[src/rtl/case_match_encoder.sv]
`default_nettype none
`timescale 1ns/1ps
// ============================================================================
// Module   : case_match_encoder
// Brief    : Walks a captured case-item match vector and emits one entry per
//            set bit (lowest first), or a single default entry when none match.
// Revision : 1.0
// ============================================================================
module case_match_encoder #(
    parameter int N    = 8,
    parameter int IDXW = 3
) (
    input  logic            clk,
    input  logic            rst,
    input  logic            in_valid,
    output logic            in_ready,
    input  logic [N-1:0]    in_vec,
    input  logic            first_only,
    output logic            out_valid,
    input  logic            out_ready,
    output logic [IDXW-1:0] out_idx,
    output logic            out_default,
    output logic            out_last,
    output logic [IDXW:0]   out_cnt
);

    typedef enum logic [0:0] {
        IDLE = 1'b0,
        EMIT = 1'b1
    } state_t;

    state_t          r_state, w_state_nxt;
    logic [N-1:0]    r_pend, w_pend_nxt;
    logic            r_mode, w_mode_nxt;
    logic            r_rdy, w_rdy_nxt;
    logic            r_valid, w_valid_nxt;
    logic [IDXW-1:0] r_idx, w_idx_nxt;
    logic            r_dflt, w_dflt_nxt;
    logic            r_last, w_last_nxt;
    logic [IDXW:0]   r_cnt, w_cnt_nxt;

    logic            w_accept;
    logic            w_hs;
    logic [N-1:0]    w_rem;

    // Bit 0 has the highest priority, so scan downward and keep the last hit.
    function automatic logic [IDXW-1:0] lowest(input logic [N-1:0] v);
        lowest = '0;
        for (int i = N - 1; i >= 0; i--) begin
            if (v[i]) lowest = i[IDXW-1:0];
        end
    endfunction

    function automatic logic at_most_one(input logic [N-1:0] v);
        at_most_one = ((v & (v - 1'b1)) == '0);
    endfunction

    assign w_accept = in_valid && r_rdy && (r_state == IDLE);
    assign w_hs     = r_valid && out_ready;
    // pend still holds the presented bit; clearing the lowest set bit drops it.
    assign w_rem    = r_pend & (r_pend - 1'b1);

    always_comb begin
        w_state_nxt = r_state;
        w_pend_nxt  = r_pend;
        w_mode_nxt  = r_mode;
        w_rdy_nxt   = r_rdy;
        w_valid_nxt = r_valid;
        w_idx_nxt   = r_idx;
        w_dflt_nxt  = r_dflt;
        w_last_nxt  = r_last;
        w_cnt_nxt   = r_cnt;
        case (r_state)
            IDLE: begin
                w_rdy_nxt = 1'b1;
                if (w_accept) begin
                    w_state_nxt = EMIT;
                    w_pend_nxt  = in_vec;
                    w_mode_nxt  = first_only;
                    w_rdy_nxt   = 1'b0;
                    w_valid_nxt = 1'b1;
                    w_idx_nxt   = lowest(in_vec);
                    w_dflt_nxt  = (in_vec == '0);
                    w_last_nxt  = first_only || at_most_one(in_vec);
                    w_cnt_nxt   = {{IDXW{1'b0}}, 1'b1};
                end
            end
            EMIT: begin
                if (w_hs) begin
                    if (r_last) begin
                        w_state_nxt = IDLE;
                        w_pend_nxt  = '0;
                        w_mode_nxt  = 1'b0;
                        w_rdy_nxt   = 1'b1;
                        w_valid_nxt = 1'b0;
                        w_idx_nxt   = '0;
                        w_dflt_nxt  = 1'b0;
                        w_last_nxt  = 1'b0;
                        w_cnt_nxt   = '0;
                    end else begin
                        w_pend_nxt  = w_rem;
                        w_idx_nxt   = lowest(w_rem);
                        w_last_nxt  = r_mode || at_most_one(w_rem);
                        w_cnt_nxt   = r_cnt + 1'b1;
                    end
                end
            end
            default: w_state_nxt = IDLE;
        endcase
    end

    always_ff @(posedge clk or posedge rst) begin
        if (rst) begin
            r_state <= IDLE;
            r_pend  <= '0;
            r_mode  <= 1'b0;
            r_rdy   <= 1'b0;
            r_valid <= 1'b0;
            r_idx   <= '0;
            r_dflt  <= 1'b0;
            r_last  <= 1'b0;
            r_cnt   <= '0;
        end else begin
            r_state <= w_state_nxt;
            r_pend  <= w_pend_nxt;
            r_mode  <= w_mode_nxt;
            r_rdy   <= w_rdy_nxt;
            r_valid <= w_valid_nxt;
            r_idx   <= w_idx_nxt;
            r_dflt  <= w_dflt_nxt;
            r_last  <= w_last_nxt;
            r_cnt   <= w_cnt_nxt;
        end
    end

`ifndef SYNTHESIS
    always_ff @(posedge clk) begin
        if (!rst && w_accept) begin
            assert (!$isunknown(in_vec));
        end
    end
`endif

    // Ready is registered so it rises on the first edge after reset release.
    assign in_ready    = r_rdy;
    assign out_valid   = r_valid;
    assign out_idx     = r_idx;
    assign out_default = r_dflt;
    assign out_last    = r_last;
    assign out_cnt     = r_cnt;

endmodule
`default_nettype wire

[config.mk]
export PLATFORM = sky130hd
export DESIGN_NAME = case_match_encoder
export DESIGN_NICKNAME = d
export VERILOG_FILES = /design/src/rtl/case_match_encoder.sv
export SDC_FILE = /design/constraint.sdc
export NUM_CORES = 1
export LEC_CHECK = 0
export ABC_AREA = 1
export BUFFER_PORTS_ARGS = -buffer_cell sky130_fd_sc_hd__buf_2
export CORE_ASPECT_RATIO = 1.2
export CORE_UTILIZATION = 58
export DETAILED_ROUTE_END_ITERATION = 6
export GPL_ROUTABILITY_DRIVEN = 0
export MAX_ROUTING_LAYER = met4
export PLACE_DENSITY = 0.83
export SETUP_SLACK_MARGIN = 0.02
export SLEW_MARGIN = 20
export SYNTH_ARGS = -nofsm -noshare
export SYNTH_HDL_FRONTEND = slang
export SYNTH_SLANG_ARGS = --single-unit
[constraint.sdc]
create_clock -name clk -period 2.7 [get_ports clk]
set_input_delay 0.135 -clock clk [delete_from_list [all_inputs] [get_ports clk]]
set_output_delay 0.135 -clock clk [all_outputs]
set_load 0.01 [all_outputs]
### Yosys cells after proc, flatten, opt, wreduce, memory -nomap -nowiden

Cells that the tools add are included.

* eq/ne operators: 3
* add/subtract/negate cells: 4
* reduce and logical (&&, ||, !) cells: 11
* bitwise gates (word level): 4
* muxes and demuxes: 48

Operators by type and width (number)
* 3-bit 2-to-1 mux: 19
* 8-bit AND: 3
* 8-bit logical NOT: 3
* 8-bit 2-to-1 mux: 3
* 8-bit by 1-bit subtractor with 8-bit output (second input constant): 3
* 8-bit one-hot mux with 2 select lines: 1
* 1-bit 2-to-1 mux: 14
* 4-bit 2-to-1 mux: 3
* 1-bit one-hot mux with 2 select lines: 6
* 4-bit one-hot mux with 2 select lines: 1
* 3-bit one-hot mux with 2 select lines: 1
* 4-bit by 1-bit adder with 4-bit output (second input constant): 1
* 2-bit by 1-bit != test with 1-bit output (second input constant): 2
* 2-bit AND reduction: 2
* 1-bit logical AND: 3
* 3-bit AND reduction: 1
* 1-bit logical OR: 2
* 2-bit != test (second input constant): 1
* 1-bit inverter: 1

* input bits: 13
* register bits after elaboration: 21
* logic and storage cells: 79
* output and inout bits: 11

### Logic depth before layout (Yosys ltp)

* depth after elaboration: 13
* depth in mapped cells: 11
* mapped depth without buffers: 11

### Worst setup path before layout

OpenSTA, ideal clock, no wires.

* path kind: reg-to-reg
* start point: reg r_valid, in the netlist out_valid
* end point: reg r_cnt[2], in the netlist out_cnt[2]
* stages on the path, launching flop included: 9
* buffers on the path: 1
* data required time: 2.574 ns
* clock period less this slack: 1.387 ns
* library setup time: 0.126 ns
* data arrival time: 1.262 ns
* path slack: 1.313 ns
* path through: dfrtp_1 nand3_1 inv_2 nor2_4 inv_2 buf_4 nand2_1 xor2_1 nor2_1

* cells in the longest elaborated chain, start to end: 3

Ends and longest elaborated chain
* from (decl): RTL line 36 `logic r_valid, w_valid_nxt;`
* from (signal assigned): RTL line 128 `r_valid <= w_valid_nxt;`
* 1-bit logical AND: RTL line 59 `assign w_hs = r_valid && out_ready;`
* 2-bit by 1-bit != test with 1-bit output (no line)
* 2-bit AND reduction (no line)
* to (signal assigned): RTL line 132 `r_cnt <= w_cnt_nxt;`
* to (decl): RTL line 40 `logic [IDXW:0] r_cnt, w_cnt_nxt;`

Every way passes these cells.
A chain may end at the register's enable or synchronous reset.

### Final worst setup path

* start point: reg r_state
* end point: reg r_cnt[3], in the netlist out_cnt[3]

* cells in the longest elaborated chain, start to end: 4
* elaborated cells between the ends (all ways): 6
* those cells by class: eq/ne (2); mux (1); bitwise (1); reduce/logical (2)

Ends and longest elaborated chain
* from (decl): RTL line 32 `state_t r_state, w_state_nxt;`
* from (signal assigned): RTL line 124 `r_state <= w_state_nxt;`
* 1-bit inverter
* 1-bit logical AND: RTL line 58 `assign w_accept = in_valid && r_rdy && (r_state == IDLE);`
* 2-bit != test (no line)
* 2-bit AND reduction (no line)

Parallel ways exist; a longest one is shown, timed or not.

==> results.md <==
- Synth warn: 0
- Maximum clock rate: 625 MHz
- Hold WC Path Type: primary input to flop
- Setup TNS: 0 ns
- Critical path, cell by cell: inv_2 -> nand3_2 -> inv_2 -> nor2_4 -> inv_2 -> nand4_1 -> xor2_1 -> nor2_1
- Pin count of the biggest net entering global routing: 22
- Mapped Nets: between 150 and 200
- Most frequent cells in the layout: nand2_1, buf_2, dfrtp_1
- Worst Path Max Fanout: 12
- Core box area: 2070 um^2
- Clock latency on the worst-skew pair: a little over 0.3 ns
- Startpoint types: flop
- Final setup skew: 0.00284 ns
- Largest stage delay, worst path: roughly 0.43 ns
- Starting Density: 61.4%
- Mapped Cells: 171
- Post-DR vias/cell: 5.53
- Status: completed
- Routed len/inst: 13.6 um
- Crit end category: flop
- Slew Limit Headroom: 48.5%
- Flops & latches, synth: 21
- Slowest CP cell: dfrtp_1
- Clk root buf: clkbuf_4
- PD cells: between 1000 and 1500 nW/um^2
- Crit Path Class: flop to flop
- PnR worst setup slack: 1.10 ns
- Nets: approximately 210
- Synth top area share: between 40 and 50%
- Worst Tran Pin Value: 0.771 ns
- CP bufs+invs: 3
- H-tree Lvls: 1
- Area Overhead vs Synth: 14.0%
- Via count: 1,256
- ANT nets after route: 0
- Number of global-route vias before repair: 1,199
- Hold Slack: 0.0975 ns
- Period utilization: 59.3%
- Die Wd: 44.8 um
- Clk sinks: 21
- Layout cells sized above 1: 21.3%
- Clk pin slew, worst setup/hold paths: 0.11 ns
- Antenna violations before repair: 0
- TritonCTS Buffers: 3
- Ports: 24
- Required time of the critical path: between 2 and 3 ns
- Core Rows: 18
- GRT Total Usage: 30.9%
- Cell mode on critical path: inv_2
- Final wirelength: 3080 um
- Post-cts resize count: 0
- Die Height: 53.3 um
- Lkg Pwr: 0.762 nW
- Final HPWL DP: 2450 um
- CTS Buffer Depth: 2
- Setup-failing EPs final: 0
- Die Footprint: approximately 2400 um^2
- Dpl ws: 1.14 ns
- Fin crit period: 1.60 ns
- Max-slew violations: 0
- Fin. Hold Viols: 0
- Area leader, netlist: dfrtp_1
- Area contributors post-synth: dfrtp_1, nand2_1, nand3_1
- Distinct cells, synth: 29
- Syn Area/Cell: 7.44 um^2
- CP delay by family, top: simple AND/OR/NAND/NOR gates
- Commonest non-fill, non-tap cell in the layout: nand2_1
- Mapped Area: 1270 um^2
- VDD IR max: 0.668 mV
- DR iter-0 viols: 47
- DR DRC count: 0
- TritonCTS clock tree: done
- Antenna cells: 0
- Critical Path AT: 1.80 ns
- First-pass GRT wire length: ~5000 um
- Seq/Total Area, Yosys: roughly two fifths
- Global route overflow: 0
- 1st-pass router iterations: 4
- Unrepaired setup endpoints after global routing: no
- Port buffer count: 23
- Max-cap viol count: 0
==> path summary, 6_finish.rpt <==
kind / from / endpoint / slack, ns / cells after the start
worst max-delay path: r_state / out_cnt[3] / 1.10 / 8
worst min-delay path: first_only / r_mode / 0.1 / 3
worst max register to register: r_state / out_cnt[3] / 1.10 / 8
worst min register to register: out_default / out_default / 0.53 / 2
max in group asynchronous: rst / r_pend[0] / 1.72 / 3
min in group asynchronous: rst / r_mode / 0.50 / 3
==> routing by layer <==
metal  GRT usage, %  part of all wire (%)
met2           51.2                    51
met3           3.75                   4.3
met1           35.6                    41
met4           18.2                   3.9
met5              -                     0
==> power by group <==
part / leakage, nW / switching [mW] / total, mW / internal (mW)
sequential: 0.261 / 0.141 / 0.592 / 0.451
combinational: 0.486 / 0.567 / 0.887 / 0.320
clock: 0.0150 / 0.0929 / 0.151 / 0.0578
==> state kept, by name, summed over array words and instances (netlist names) <==
register,count
in_ready,1
out_cnt,4
out_default,1
out_idx,3
out_last,1
out_valid,1
r_mode,1
r_pend,8
r_state,1
==> final cells by class <==
type                       instances  area (um^2)
sequential                        21          526
fill                             189          622
inverter                          24         90.1
tap                               30         37.5
multi-input combinational        124          646
timing repair buffer              24          125
clock buffer                       4         26.3
==> worst reg2reg max path: stages, from the launching register on <==
cell	delay [ns]
dfrtp_1	0.43
inv_2	0.10
nand3_2	0.20
inv_2	0.17
nor2_4	0.08
inv_2	0.17
nand4_1	0.13
xor2_1	0.15
nor2_1	0.06
==> Yosys cell counts, drive strengths merged <==
cell / count
a21oi: 7
a22oi: 1
a31oi: 2
a32o: 1
buf: 1
clkbuf: 1
dfrtp: 21
ha: 1
inv: 24
nand2: 44
nand3: 17
nand4: 6
nor2: 22
o211ai: 1
o21a: 1
o21ai: 10
o21bai: 1
o221ai: 3
o22ai: 4
o31ai: 1
xor2: 2
==> cells by family (layout without fill, tap and decap cells) <==
group / Yosys count / in the layout / share of synthesized area, %
AOI/OAI and AO/OA: 32 / 32 / 15.7
DFF: 21 / 21 / 41.3
adders and majority gates: 1 / 1 / 0.983
xor gates and xnor gates: 2 / 2 / 1.38
and+or+nand+nor: 89 / 89 / 32.6
buffers and inverters: 26 / 52 / 7.96
==> through the flow <==
step / area, um^2 / cells / power [mW] / utilization, %
global placement: 1410 / 222 / 1.45 / 68.2
floorplan: 1270 / 171 / 1.23 / -
finish: 1450 / 227 / 1.63 / 70.0
detailed placement: 1410 / 222 / 1.48 / 68.2
global route: 1450 / 227 / 1.78 / 70.0
CTS: 1450 / 227 / 1.63 / 70.0
==> what timing repair did <==
action / in CTS / in global routing
endpoints found under the hold margin: 21 / 0
setup buffers: 0 / 0
hold buffers: 1 / 0
No activity file was read; power rests on OpenSTA's default activity.
